## src/rtl/mem_port_arbiter.sv

```systemverilog
// Shares a byte-wide memory between fetch and data requesters; each grant runs 8 big-endian byte beats.
// Define ARB_ROUND_ROBIN_EN to alternate grants on conflict instead of fixed data-over-fetch priority.
module mem_port_arbiter #(
  parameter int MEM_AW     = 8,
  parameter int WORD_BYTES = 8
) (
  input  logic              clock,
  input  logic              reset,
  input  logic              if_req,
  input  logic [63:0]       if_addr,
  output logic              if_ack,
  output logic [63:0]       if_rdata,
  input  logic              d_req,
  input  logic              d_we,
  input  logic [63:0]       d_addr,
  input  logic [63:0]       d_wdata,
  output logic              d_ack,
  output logic [63:0]       d_rdata,
  output logic [MEM_AW-1:0] mem_addr,
  output logic              mem_we,
  output logic [7:0]        mem_wdata,
  input  logic [7:0]        mem_rdata,
  output logic              busy,
  output logic              grant_d
);

  localparam logic [1:0] ST_IDLE = 2'd0;
  localparam logic [1:0] ST_BEAT = 2'd1;
  localparam logic [1:0] ST_DONE = 2'd2;
  localparam logic [2:0] LAST_BEAT = 3'(WORD_BYTES - 1);

  logic [1:0]  state;
  logic [2:0]  beat;
  logic        we_q;
  logic        last_d;
  logic        pick_d;
  logic        we_r;
  logic [63:0] wdata_r;
  logic [63:0] word_acc;
  logic        unused_addr_hi;

  function automatic logic [7:0] pick_byte(input logic [63:0] w, input logic [2:0] k);
    return w[8*(7-int'(k)) +: 8];
  endfunction

  assign unused_addr_hi = ^{if_addr[63:MEM_AW], d_addr[63:MEM_AW]};

  always_comb begin
`ifdef ARB_ROUND_ROBIN_EN
    pick_d = d_req && (!if_req || !last_d);
`else
    pick_d = d_req;
`endif
  end

  // The strobe is cut by reset so a beat abandoned mid-cycle never reaches the array.
  assign mem_we = we_q && reset;
  assign busy   = (state != ST_IDLE);

  always_ff @(posedge clock) begin
    if (!reset) begin
      state     <= ST_IDLE;
      beat      <= 3'd0;
      if_ack    <= 1'b0;
      d_ack     <= 1'b0;
      we_q      <= 1'b0;
      grant_d   <= 1'b0;
      last_d    <= 1'b0;
      if_rdata  <= '0;
      d_rdata   <= '0;
      mem_addr  <= '0;
      mem_wdata <= '0;
    end else begin
      if_ack <= 1'b0;
      d_ack  <= 1'b0;
      case (state)
        ST_IDLE: begin
          if (if_req || d_req) begin
            grant_d   <= pick_d;
            mem_addr  <= pick_d ? d_addr[MEM_AW-1:0] : if_addr[MEM_AW-1:0];
            we_q      <= pick_d && d_we;
            mem_wdata <= pick_d ? d_wdata[63:56] : 8'd0;
            beat      <= 3'd0;
            state     <= ST_BEAT;
          end
        end
        ST_BEAT: begin
          beat <= beat + 3'd1;
          if (beat == LAST_BEAT) begin
            state <= ST_DONE;
            we_q  <= 1'b0;
            if (grant_d) d_ack  <= 1'b1;
            else         if_ack <= 1'b1;
            if (!we_r) begin
              if (grant_d) d_rdata  <= {word_acc[63:8], mem_rdata};
              else         if_rdata <= {word_acc[63:8], mem_rdata};
            end
          end else begin
            mem_addr  <= mem_addr + MEM_AW'(1);
            mem_wdata <= pick_byte(wdata_r, beat + 3'd1);
          end
        end
        ST_DONE: begin
          last_d <= grant_d;
          state  <= ST_IDLE;
        end
        default: state <= ST_IDLE;
      endcase
    end
  end

  // Transfer payload registers carry no reset; they are always loaded at grant before use.
  always_ff @(posedge clock) begin
    if (state == ST_IDLE && (if_req || d_req)) begin
      we_r    <= pick_d && d_we;
      wdata_r <= pick_d ? d_wdata : 64'd0;
    end
    if (state == ST_BEAT && !we_r)
      word_acc[8*(7-int'(beat)) +: 8] <= mem_rdata;
  end

endmodule
```

## config.mk

```make
export PLATFORM = sky130hd
export DESIGN_NAME = mem_port_arbiter
export DESIGN_NICKNAME = d
export VERILOG_FILES = /design/src/rtl/mem_port_arbiter.sv
export SDC_FILE = /design/constraint.sdc
export NUM_CORES = 1
export LEC_CHECK = 0
export ABC_AREA = 0
export CAP_MARGIN = 20
export CORE_ASPECT_RATIO = 1.25
export CORE_MARGIN = 2
export CORE_UTILIZATION = 57
export DETAILED_ROUTE_END_ITERATION = 10
export DONT_BUFFER_PORTS = 1
export PLACE_DENSITY = 0.83
export REMOVE_ABC_BUFFERS = 1
export SLEW_MARGIN = 20
export SYNTH_ARGS = -nofsm -noshare
export SYNTH_HDL_FRONTEND = slang
export SYNTH_SLANG_ARGS = --single-unit
export TNS_END_PERCENT = 30
```

## constraint.sdc

```tcl
create_clock -name clock -period 6.9 [get_ports clock]
set_clock_uncertainty 0.15 [all_clocks]
set_input_delay 1.38 -clock clock [delete_from_list [all_inputs] [get_ports clock]]
set_output_delay 1.38 -clock clock [all_outputs]
set_load 0.1 [all_outputs]
```

==> summary.txt <==
total power = 3.41 mW
global-route wire length before repair = 37800 µm
Crit path largest cell delay = 0.76 ns
DP Cell Count = 1279
Area after DPL = 11400 µm²
Slew HR = 25.0%
#FFs+latches synth = 274
most frequent cells in the layout = nand2_1 (288), dfxtp_1 (153), edfxtp_1 (121)
via/cell ratio = 5.62
Layout Cells excl Fill = 1331
max cap viols = 0
arrival time of the worst setup path = 2.18 ns
Post-synth ARST share = 0%
CP Capture Type = primary output
Max Fanout on Critical Path = 154
synth top area cells = edfxtp_1 (32%), dfxtp_1 (27%), nand2_1 (9.5%), a21boi_2 (5.9%), and2_1 (5.1%)
Cell Chain, Critical Path = and2_1
FF+latch area = 6700 µm²
I/O Buffers = 0
CTS Sinks = 274
Main synth FF type = dfxtp_1
CP delay by family, top = simple AND/OR/NAND/NOR gates
vias post-DR = 7474
Final Cycle Share = 53.7%
post-layout util = 63.1%
crit path launch type = primary input
slew at the pin closest to its max-slew limit = 1.12 ns
Layout area overhead = 8.22%
CTS Hold Bufs = 0
crit path buf inv count = 0
hpwl dp = 16300 µm
# DRC = 0
I/O pin count = 354
RePlAce Congestion = 0.798
VDD IR max = 0.000198 V
postcts setup bufs = 0
Root Driver = clkbuf_16
# setup viols final = 0
Rows = 57
die width = 130 µm
fin nets = 1256
core area = 19500 µm²
post-route cell area = 12300 µm²
pre-CTS WS = 3.23 ns
syn_area_per_cell = 10.6 µm²
library cells used by synthesis = 43
CTS tree = yes
largest net degree at the start of global routing = 155
Post-Syn Instances = 1079
commonest non-fill, non-tap cell in the layout = nand2_1
H-tree lvl count = 1
Setup WS post-layout = 3.19 ns
total negative setup slack = 0 ns
die footprint = 21100 µm²
leading area contributor after synthesis = edfxtp_1
GRT Residual Overflow = 0
unrepaired setup endpoints after global routing = no
Slowest cell on crit path = and2_1
Final Hold Fails = 0
DRT Wirelength = 25000 µm
WHS = 0.351 ns
multi-input logic area = 4340 µm²
Post-synth EDFFs = 121
CTS Buffer Depth = 3
share of the synthesized area in the top cell type = 31.9%
fill count = 1546
Slew Viols, Final = 0
Final ANT Viol Nets = 0
Tmin final = 3.71 ns
total CTS buffers = 26
clk slew on worst S/H paths = 0.06 ns
initial antenna violation count = 2
critical path class = primary input to primary output
CTS resizes = 0
First DRT Iteration DRCs = 544
GRT Total Usage = 22.6%
Hold Path Class = flop to flop
power per cell area = 277 nW/µm²
Starting Density = 58.3%
register area share after synthesis = 58.8%
Max Clk Rate = 0.270 GHz
Post-Syn Area = 11400 µm²
layout cells sized above 1 = 11.4%
Ys Warns = 0
vias in the first global route = 7197
Skew-Pair Late Insertion Delay = 0.52 ns
Leakage = 4.11 nW
die span in y = 162 µm
wire per inst = 18.8 µm
worst endpoint required time = 5.37 ns
DRT Pass-1 Iters = 5
run status = finished clean
final cells by class:
cell class                 count  area share, %
timing repair buffer           6          0.568
antenna                        3         0.0609
sequential                   274           54.3
clock inverter                13           1.00
multi-input combinational    730           35.2
inverter                       6          0.183
clock buffer                  34           5.95
tap                          265           2.69
report_power, final:
part / switching (mW) / total [mW] / internal (mW)
sequential: 0.0882 / 1.83 / 1.74
clock: 0.588 / 1.41 / 0.825
combinational: 0.0964 / 0.167 / 0.0711
total: 0.773 / 3.41 / 2.64
worst paths after layout:
check | start | to | slack [ns] | depth (start not counted)
min | we_q$_SDFFE_PN0P_ | we_q$_SDFFE_PN0P_ | 0.35 | 2
min reg2reg | we_q$_SDFFE_PN0P_ | we_q$_SDFFE_PN0P_ | 0.35 | 2
max reg2reg | beat[0]$_SDFFE_PN0P_ | word_acc[39]$_DFFE_PP_ | 3.64 | 4
max | reset | mem_we | 3.19 | 1
state kept, by name (all words and copies together), names as in the netlist, 2 cells and up:
register / flops
mem_addr: 8
word_acc: 56
mem_wdata: 8
if_rdata: 64
beat: 3
wdata_r: 64
state: 2
d_rdata: 64
kinds of logic after synthesis:
group / synth area share (%)
fa+ha+maj: 0.769
mux: 3.57
buf+inv: 3.34
simple gates: 19.3
flops: 58.8
compound gates: 14.2
cells in the mapped netlist (16+ instances only):
cell,number
nand2_1,288
dfxtp_1,153
edfxtp_1,121
and2_1,92
a21boi_0,72
a21boi_2,60
nor2_1,53
clkbuf_1,44
mux2i_1,35
a21oi_1,28
buf_2,16
o21ai_0,16
layer usage:
layer	up-vias	GRT usage, %	part of all wire (%)
li1	3568	-	-
met1	3529	26.1	37
met5	-	0	0
met2	338	39.9	49
met3	39	7.87	12
met4	0	5.56	1.9
Note: power is estimated with default switching activity, not from simulation.
